## src/rtl/router_pkg.sv

```systemverilog
// Shared types and constants for the packet router: port count, FSM states, header offsets, parity helper.
package router_pkg;

    localparam int NUM_PORTS = 4;
    localparam int DA_IDX    = 0;
    localparam int SA_IDX    = 1;
    localparam int LEN_IDX   = 2;

    typedef logic [7:0] byte_t;

    typedef enum logic [2:0] {
        IDLE    = 3'd0,
        SA      = 3'd1,
        LEN     = 3'd2,
        PAYLOAD = 3'd3,
        PARITY  = 3'd4,
        DROP    = 3'd5
    } state_t;

    function automatic byte_t next_parity(input byte_t acc, input byte_t b);
        return acc ^ b;
    endfunction

endpackage

```

## src/rtl/pkt_router_if.sv

```systemverilog
// Packet router bus: byte-serial ingress, address config, four drain ports and error flags.
interface pkt_router_if;
    import router_pkg::*;

    logic        packet_valid;
    byte_t       data;
    logic        mem_en;
    logic        mem_rd_wr;
    logic [1:0]  mem_add;
    byte_t       mem_data;
    logic        ready_0, ready_1, ready_2, ready_3;
    logic        read_0, read_1, read_2, read_3;
    byte_t       data_0, data_1, data_2, data_3;
    logic        err_parity;
    logic        err_len;
    logic [3:0]  err_ovf;

    modport master (
        output packet_valid, data, mem_en, mem_rd_wr, mem_add, mem_data,
        output read_0, read_1, read_2, read_3,
        input  ready_0, ready_1, ready_2, ready_3,
        input  data_0, data_1, data_2, data_3,
        input  err_parity, err_len, err_ovf
    );

    modport slave (
        input  packet_valid, data, mem_en, mem_rd_wr, mem_add, mem_data,
        input  read_0, read_1, read_2, read_3,
        output ready_0, ready_1, ready_2, ready_3,
        output data_0, data_1, data_2, data_3,
        output err_parity, err_len, err_ovf
    );
endinterface

```

## src/rtl/router_port_fifo.sv

```systemverilog
// Per-port byte FIFO with wrap-bit pointers; a read and a write in one cycle both occur, even when full.
module router_port_fifo
    import router_pkg::*;
#(
    parameter int FIFO_DEPTH = 64
) (
    input  logic  clock,
    input  logic  reset_n,
    input  logic  wr_en,
    input  byte_t wr_data,
    input  logic  rd_en,
    output byte_t rd_data,
    output logic  empty,
    output logic  full
);
    localparam int AW = $clog2(FIFO_DEPTH);

    logic [AW:0] wr_ptr_r, rd_ptr_r;
    byte_t       mem_r [FIFO_DEPTH];
    logic        do_rd_s, do_wr_s;

    assign empty   = (wr_ptr_r == rd_ptr_r);
    assign full    = (wr_ptr_r[AW] != rd_ptr_r[AW]) && (wr_ptr_r[AW-1:0] == rd_ptr_r[AW-1:0]);
    assign do_rd_s = rd_en && !empty;
    assign do_wr_s = wr_en && (!full || do_rd_s);

    // Storage array write port.
    always_ff @(posedge clock) begin
        if (do_wr_s) begin
            mem_r[wr_ptr_r[AW-1:0]] <= wr_data;
        end
    end

    // Pointer advance and registered read data.
    always_ff @(posedge clock or negedge reset_n) begin
        if (!reset_n) begin
            wr_ptr_r <= '0;
            rd_ptr_r <= '0;
            rd_data  <= 8'h00;
        end else begin
            if (do_wr_s) begin
                wr_ptr_r <= wr_ptr_r + (AW+1)'(1);
            end
            if (do_rd_s) begin
                rd_ptr_r <= rd_ptr_r + (AW+1)'(1);
                rd_data  <= mem_r[rd_ptr_r[AW-1:0]];
            end
        end
    end
endmodule

```

## src/rtl/pkt_router.sv

```systemverilog
// Packet router top: parse FSM, port-address registers, error flags, four output FIFOs.
// Optional parity check enabled by defining ROUTER_PARITY_CHK_EN.
module pkt_router
    import router_pkg::*;
#(
    parameter int FIFO_DEPTH = 64
) (
    input  logic         clock,
    input  logic         reset_n,
    pkt_router_if.slave  bus
);
    state_t                 state_r, state_s;
    logic [1:0]             dest_r;
    byte_t                  len_cnt_r;
    logic                   last_par_r;
    byte_t                  addr_r [NUM_PORTS];
    logic                   err_len_r;
    logic [NUM_PORTS-1:0]   err_ovf_r;

    logic                   match_s;
    logic [1:0]             match_idx_s;
    logic                   accept_s;
    logic                   err_len_s;
    logic [1:0]             wr_port_s;
    logic [NUM_PORTS-1:0]   wr_en_s, rd_en_s, empty_s, full_s, ovf_s;
    byte_t                  rd_data_s [NUM_PORTS];

    // Destination lookup; descending scan so the lowest matching index wins.
    always_comb begin
        match_s     = 1'b0;
        match_idx_s = 2'd0;
        for (int i = NUM_PORTS - 1; i >= 0; i--) begin
            if (bus.data == addr_r[i]) begin
                match_s     = 1'b1;
                match_idx_s = 2'(i);
            end else begin
                match_s     = match_s;
                match_idx_s = match_idx_s;
            end
        end
    end

    // FSM state register.
    always_ff @(posedge clock or negedge reset_n) begin
        if (!reset_n) begin
            state_r <= IDLE;
        end else begin
            state_r <= state_s;
        end
    end

    // FSM next-state logic; last_par_r marks the cycle straight after a parity byte.
    always_comb begin
        state_s = state_r;
        case (state_r)
            IDLE: begin
                if (!bus.packet_valid) state_s = IDLE;
                else if (last_par_r)   state_s = DROP;
                else if (match_s)      state_s = SA;
                else                   state_s = DROP;
            end
            SA:      state_s = bus.packet_valid ? LEN : IDLE;
            LEN: begin
                if (!bus.packet_valid)         state_s = IDLE;
                else if (bus.data == 8'd0)     state_s = PARITY;
                else                           state_s = PAYLOAD;
            end
            PAYLOAD: begin
                if (!bus.packet_valid)         state_s = IDLE;
                else if (len_cnt_r == 8'd1)    state_s = PARITY;
                else                           state_s = PAYLOAD;
            end
            PARITY:  state_s = IDLE;
            DROP:    state_s = bus.packet_valid ? DROP : IDLE;
            default: state_s = IDLE;
        endcase
    end

    // FSM outputs: FIFO write strobe, target port and framing error.
    always_comb begin
        accept_s  = 1'b0;
        err_len_s = 1'b0;
        wr_port_s = dest_r;
        case (state_r)
            IDLE: begin
                accept_s  = bus.packet_valid && !last_par_r && match_s;
                err_len_s = bus.packet_valid && last_par_r;
                wr_port_s = match_idx_s;
            end
            SA, LEN, PAYLOAD, PARITY: begin
                accept_s  = bus.packet_valid;
                err_len_s = !bus.packet_valid;
            end
            default: begin
                accept_s  = 1'b0;
                err_len_s = 1'b0;
            end
        endcase
    end

    // Datapath registers: address table, destination, length counter, error flags.
    always_ff @(posedge clock or negedge reset_n) begin
        if (!reset_n) begin
            for (int i = 0; i < NUM_PORTS; i++) addr_r[i] <= 8'(i);
            dest_r     <= 2'd0;
            len_cnt_r  <= 8'd0;
            last_par_r <= 1'b0;
            err_len_r  <= 1'b0;
            err_ovf_r  <= '0;
        end else begin
            if (bus.mem_en && bus.mem_rd_wr) addr_r[bus.mem_add] <= bus.mem_data;
            if (state_r == IDLE && accept_s) dest_r <= match_idx_s;
            if (bus.packet_valid && state_r == LEN)          len_cnt_r <= bus.data;
            else if (bus.packet_valid && state_r == PAYLOAD) len_cnt_r <= len_cnt_r - 8'd1;
            else                                             len_cnt_r <= len_cnt_r;
            last_par_r <= (state_r == PARITY) && bus.packet_valid;
            err_len_r  <= err_len_s;
            err_ovf_r  <= err_ovf_r | ovf_s;
        end
    end

`ifdef ROUTER_PARITY_CHK_EN
    byte_t par_acc_r;
    logic  err_parity_r;

    // Running XOR of DA..last payload byte, checked against the parity byte.
    always_ff @(posedge clock or negedge reset_n) begin
        if (!reset_n) begin
            par_acc_r    <= 8'h00;
            err_parity_r <= 1'b0;
        end else begin
            if (state_r == IDLE && bus.packet_valid)
                par_acc_r <= bus.data;
            else if (bus.packet_valid && (state_r == SA || state_r == LEN || state_r == PAYLOAD))
                par_acc_r <= next_parity(par_acc_r, bus.data);
            else
                par_acc_r <= par_acc_r;
            err_parity_r <= (state_r == PARITY) && bus.packet_valid && (bus.data != par_acc_r);
        end
    end
    assign bus.err_parity = err_parity_r;
`else
    assign bus.err_parity = 1'b0;
`endif

    assign rd_en_s = {bus.read_3, bus.read_2, bus.read_1, bus.read_0};

    for (genvar g = 0; g < NUM_PORTS; g++) begin : g_port
        assign wr_en_s[g] = accept_s && (wr_port_s == 2'(g));
        assign ovf_s[g]   = wr_en_s[g] && full_s[g] && !rd_en_s[g];

        router_port_fifo #(.FIFO_DEPTH(FIFO_DEPTH)) u_fifo (
            .clock   (clock),
            .reset_n (reset_n),
            .wr_en   (wr_en_s[g]),
            .wr_data (bus.data),
            .rd_en   (rd_en_s[g]),
            .rd_data (rd_data_s[g]),
            .empty   (empty_s[g]),
            .full    (full_s[g])
        );
    end

    assign bus.ready_0 = !empty_s[0];
    assign bus.ready_1 = !empty_s[1];
    assign bus.ready_2 = !empty_s[2];
    assign bus.ready_3 = !empty_s[3];
    assign bus.data_0  = rd_data_s[0];
    assign bus.data_1  = rd_data_s[1];
    assign bus.data_2  = rd_data_s[2];
    assign bus.data_3  = rd_data_s[3];
    assign bus.err_len = err_len_r;
    assign bus.err_ovf = err_ovf_r;
endmodule

```

## src/flat_wrapper.sv

```systemverilog
// flat-port wrapper written by rule: the top's interface ports become plain ports
module pkt_router_flat import router_pkg::*;
#(
    parameter int FIFO_DEPTH = 64
)
  (clock, reset_n, bus_packet_valid, bus_data, bus_mem_en, bus_mem_rd_wr, bus_mem_add, bus_mem_data, bus_read_0, bus_read_1, bus_read_2, bus_read_3, bus_ready_0, bus_ready_1, bus_ready_2, bus_ready_3, bus_data_0, bus_data_1, bus_data_2, bus_data_3, bus_err_parity, bus_err_len, bus_err_ovf);
  pkt_router_if bus_i ();
  input  logic clock;
  input  logic reset_n;
  input wire logic [$bits(bus_i.packet_valid)-1:0] bus_packet_valid;
  input wire logic [$bits(bus_i.data)-1:0] bus_data;
  input wire logic [$bits(bus_i.mem_en)-1:0] bus_mem_en;
  input wire logic [$bits(bus_i.mem_rd_wr)-1:0] bus_mem_rd_wr;
  input wire logic [$bits(bus_i.mem_add)-1:0] bus_mem_add;
  input wire logic [$bits(bus_i.mem_data)-1:0] bus_mem_data;
  input wire logic [$bits(bus_i.read_0)-1:0] bus_read_0;
  input wire logic [$bits(bus_i.read_1)-1:0] bus_read_1;
  input wire logic [$bits(bus_i.read_2)-1:0] bus_read_2;
  input wire logic [$bits(bus_i.read_3)-1:0] bus_read_3;
  output wire logic [$bits(bus_i.ready_0)-1:0] bus_ready_0;
  output wire logic [$bits(bus_i.ready_1)-1:0] bus_ready_1;
  output wire logic [$bits(bus_i.ready_2)-1:0] bus_ready_2;
  output wire logic [$bits(bus_i.ready_3)-1:0] bus_ready_3;
  output wire logic [$bits(bus_i.data_0)-1:0] bus_data_0;
  output wire logic [$bits(bus_i.data_1)-1:0] bus_data_1;
  output wire logic [$bits(bus_i.data_2)-1:0] bus_data_2;
  output wire logic [$bits(bus_i.data_3)-1:0] bus_data_3;
  output wire logic [$bits(bus_i.err_parity)-1:0] bus_err_parity;
  output wire logic [$bits(bus_i.err_len)-1:0] bus_err_len;
  output wire logic [$bits(bus_i.err_ovf)-1:0] bus_err_ovf;
  assign bus_i.packet_valid = bus_packet_valid;
  assign bus_i.data = bus_data;
  assign bus_i.mem_en = bus_mem_en;
  assign bus_i.mem_rd_wr = bus_mem_rd_wr;
  assign bus_i.mem_add = bus_mem_add;
  assign bus_i.mem_data = bus_mem_data;
  assign bus_i.read_0 = bus_read_0;
  assign bus_i.read_1 = bus_read_1;
  assign bus_i.read_2 = bus_read_2;
  assign bus_i.read_3 = bus_read_3;
  assign bus_ready_0 = bus_i.ready_0;
  assign bus_ready_1 = bus_i.ready_1;
  assign bus_ready_2 = bus_i.ready_2;
  assign bus_ready_3 = bus_i.ready_3;
  assign bus_data_0 = bus_i.data_0;
  assign bus_data_1 = bus_i.data_1;
  assign bus_data_2 = bus_i.data_2;
  assign bus_data_3 = bus_i.data_3;
  assign bus_err_parity = bus_i.err_parity;
  assign bus_err_len = bus_i.err_len;
  assign bus_err_ovf = bus_i.err_ovf;
  pkt_router #(.FIFO_DEPTH(FIFO_DEPTH)) u_core (.clock(clock), .reset_n(reset_n), .bus(bus_i));
endmodule
```

## config.mk

```make
export PLATFORM = sky130hd
export DESIGN_NAME = pkt_router_flat
export DESIGN_NICKNAME = d
export VERILOG_FILES = /design/src/rtl/router_pkg.sv /design/src/rtl/pkt_router_if.sv /design/src/rtl/router_port_fifo.sv /design/src/rtl/pkt_router.sv /design/src/flat_wrapper.sv
export SDC_FILE = /design/constraint.sdc
export NUM_CORES = 2
export LEC_CHECK = 0
export CAP_MARGIN = 20
export CORE_ASPECT_RATIO = 1.5
export CORE_MARGIN = 5
export CORE_UTILIZATION = 64
export CTS_BUF_LIST = sky130_fd_sc_hd__clkbuf_4
export DETAILED_ROUTE_END_ITERATION = 10
export DONT_BUFFER_PORTS = 1
export PLACE_DENSITY = 0.76
export SLEW_MARGIN = 40
export SYNTH_ARGS = -nofsm -noshare
export SYNTH_HDL_FRONTEND = slang
export SYNTH_SLANG_ARGS = --single-unit
```

## constraint.sdc

```tcl
create_clock -name clock -period 3.68 [get_ports clock]
set_input_delay 0.368 -clock clock [delete_from_list [all_inputs] [get_ports clock]]
set_output_delay 0.368 -clock clock [all_outputs]
set_load 0.1 [all_outputs]
```

==> flow_metrics.py <==
metrics = {
    "power": {
        "p_int_mw": 44.9,
        "power_mw": 66.8,
        "p_switching_mw": 22.0,
        "p_leak_nw": 32.5,
        "power_frac_comb_pct": 28.5,
        "pwr-share-seq_pct": 45.3,
        "ir_drop_mv": 0.626,
        "p_clk_share_pct": 26.2,
        "p_sw_share_pct": 32.9,
        "power_density_nw_per_um2": 680,
    },
    "cells_and_area": {
        "area_growth_pct": 13.0,
        "utilization_pct": 72.8,
        "layout-drive-gt1-share_pct": 34.4,
        "final_area_um2": 98300,
        "finalNetCount": 4997,
    },
    "yosys": {
        "synth.top_cells.by_count": "edfxtp_1 (2048), mux4_2 (531), nor3_1 (199), mux2i_1 (142), dfrtp_1 (135)",
        "synth-edff-count": 2048,
        "synth_flop_cell": "edfxtp_1",
        "synth_area_um2": 86900,
        "avgSynthCellArea_um2": 20.3,
        "ys_types": 71,
        "synth_nets": 4327,
        "postSynthCellCount": 4290,
        "yosysTopAreaCellShare_pct": 70.7,
        "yosysMostFrequentCell": "edfxtp_1",
        "yosysWarnings": 0,
        "yosysTopAreaCell": "edfxtp_1",
        "synth_area_leaders": "edfxtp_1 (71%), mux4_2 (14%), dfrtp_1 (3.9%), mux2i_1 (1.6%), nor3_1 (1.1%)",
        "synth_seq_cells": 2187,
        "ys_seq_area_share_pct": 74.8,
        "async_flop_share_pct": 6.36,
    },
    "routing": {
        "firstDrtPassIters": 6,
        "wl_met3_mm": 15.3,
        "antenna_left": 0,
        "wl_met1_mm": 71.2,
        "vias": 45572,
        "wl_per_cell_um": 28.4,
        "drt_iter0_drc": 4569,
        "drc": 0,
        "top_layer_used": "met5",
        "wl_mm": 201,
        "met2_length_mm": 105,
        "viasPerCell": 6.44,
    },
    "critical_path": {
        "cp.arrival_ps": 4560,
        "rr_worst_depth": 10,
        "r2r-start": "u_core.g_port[0].u_fifo.rd_ptr_r[0]",
        "cp_max_fo": 125,
        "critPathLaunchType": "input pin",
        "rrSetupSlack_ps": 180,
        "rr_endpoint": "u_core.g_port[0].u_fifo.mem_r[2][1]",
        "worstPathRequired_ps": 4700,
        "crit_path_end_kind": "flop",
        "worstSetupPathType": "input pin to flop",
    },
    "placement": {
        "dp_hpwl_mm": 114,
        "place_congestion": 0.852,
        "io_buffers": 0,
        "dpl_cell_area_um2": 90900,
    },
    "clocking": {
        "numCtsBuffers": 482,
        "insertion_delay_ps": 1360,
        "clockRootBuffer": "clkbuf_4",
        "cts_tree": "yes",
        "h-tree-depth": 5,
        "clk_pin_slew_worst_paths_ps": 70,
        "cts_sinks": 2187,
        "clockBufferDepth": 4,
    },
    "floorplan": {
        "dieArea_um2": 143000,
        "io-pin-count": 69,
        "start_util_pct": 64.4,
        "dieWidth_um": 311,
        "rows": 165,
        "dieHeight_um": 461,
        "coreArea_um2": 135000,
    },
    "min_path": {
        "min_delay_worst_endpoint": "u_core.g_port[1].u_fifo.mem_r[47][1]",
        "min_from": "bus_data[1]",
        "min_path_type": "input pin to flop",
        "holdPathStages": 2,
    },
    "timing": {
        "finClkSkew_ps": 84.0,
        "slew_violations": 0,
        "finalSetupTns_ps": 0,
        "setup_viol": 0,
        "hold_ws_ps": 79.2,
        "tightest_slew_ps": 954,
        "post-route-period-util_pct": 96.3,
        "relSlewSlack_pct": 36.2,
        "finalCriticalPeriod_ps": 3550,
        "hold_violations": 0,
        "max_freq_mhz": 282,
    },
    "global_routing": {
        "grt_max_degree": 263,
        "grt_overflow": 0,
        "grt_pass1_vias": 47283,
        "grt_pass1_wl_mm": 298,
        "grt.total_usage_pct": 27.9,
        "antenna_found_initial": 9,
    },
    "run_status": {
        "outcome": "finished clean",
    },
    "job": {
        "cap_violations": 0,
    },
}
how the worst max path moves through the flow:
| stage | start | end |
|---|---|---|
| final | bus_data[5] | u_core.g_port[0].u_fifo.mem_r[2][1] |
| after floorplan | bus_data[1] | u_core.g_port[0].u_fifo.mem_r[15][0] |
| after detailed placement | bus_data[6] | u_core.g_port[2].u_fifo.mem_r[39][7] |
| after global placement | bus_data[6] | u_core.g_port[2].u_fifo.mem_r[47][7] |
| after global routing | u_core.addr_r[15] | u_core.g_port[0].u_fifo.mem_r[2][0] |
| after CTS | u_core.g_port[3].u_fifo.wr_ptr_r[3] | bus_ready_3 |
routing by layer:
layer,vias up,GRT usage (%)
li1,19386,-
met1,23425,35.1
met2,2293,47.7
met3,466,5.88
met4,2,12.6
met5,-,0
repair_timing:
item | CTS | global route
gates resized for setup | 2 | 3
hold endpoints to repair | 2365 | 91
hold buffers | 73 | 10
gates cloned | 0 | 0
pin swaps | 0 | 0
setup buffers | 2 | 0
endpoints found under the setup margin | 1 | 3
flip-flops by register name (all words and copies together), names as in the netlist:
register                       count
u_core.addr_r                     32
u_core.bus.err_len                 1
u_core.bus.err_ovf                 4
u_core.dest_r                      2
u_core.g_port.u_fifo.mem_r      2048
u_core.g_port.u_fifo.rd_data      32
u_core.g_port.u_fifo.rd_ptr_r     28
u_core.g_port.u_fifo.wr_ptr_r     28
u_core.last_par_r                  1
u_core.len_cnt_r                   8
u_core.state_r                     3
critical path, stage by stage:
cell	delay (ps)
dlygate4sd3_1	870
buf_16	180
buf_16	400
xor2_1	130
nor4_1	240
nand2_1	240
a41oi_4	440
o211ai_4	120
or3_2	570
buf_12	220
nor3_2	380
buf_4	230
kinds of logic after synthesis:
family / count (synthesis) / synth area share [%]
flip-flops: 2187 / 74.8
multiplexers: 716 / 15.9
AND/OR/NAND/NOR: 672 / 4.18
buffers and inverters: 313 / 1.61
AO/OA/AOI/OAI: 282 / 2.26
XOR/XNOR: 109 / 1.10
adder cells (fa/ha/maj): 10 / 0.144
other: 1 / 0.00431
power groups by stage:
stage               Combinational, mW  Clock, mW  Sequential [mW]
finish                           19.1       17.5             30.3
CTS                              19.0       17.8             30.3
global placement                 17.9          0             30.8
global route                     20.2       19.3             30.4
detailed placement               18.2          0             30.9
floorplan                        13.5          0             30.0
layout make-up:
class,count,area [µm²]
fillers,7996,36800
flip-flops and latches,2187,65100
clock inverters,189,872
repair buffers,479,4550
well taps,1753,2190
clock buffers,651,4890
multi-input cells,1790,20600
inverters,20,75.1
diodes,9,22.5
stage by stage:
| stage | worst slack [ps] | cells |
|---|---|---|
| floorplan | 284 | 4290 |
| global placement | 166 | 6124 |
| detailed placement | 120 | 6127 |
| CTS | 3.12 | 7042 |
| global route | -12.7 | 7076 |
| finish | 134 | 7078 |
cell usage in the layout, fill, tap and decap left out, types with 10 or more instances in the layout:
master and n:
clkinv_2 40, and2_1 22, dfrtp_1 82, dlygate4sd3_1 71
a211oi_1 18, clkinv_1 138, ha_1 10, a21oi_1 38
o211ai_1 30, nand3_1 42, mux2i_1 142, nand4_1 22
mux2_2 42, dfrtp_2 41, dfrtp_4 12, nor2b_1 26
buf_4 359, nor3_2 41, inv_2 10, inv_1 15
buf_12 18, xnor2_1 40, a221oi_1 16, or3_1 14
edfxtp_1 2048, nor2_1 85, clkbuf_4 651, nand3b_1 19
nand2b_1 10, a31oi_1 41, mux4_2 531, nand2_1 130
a22oi_1 40, o21ai_0 46, buf_16 26, nor3_1 198
xor2_1 69, nor4_1 14
Power figures use the tool's default switching activity.
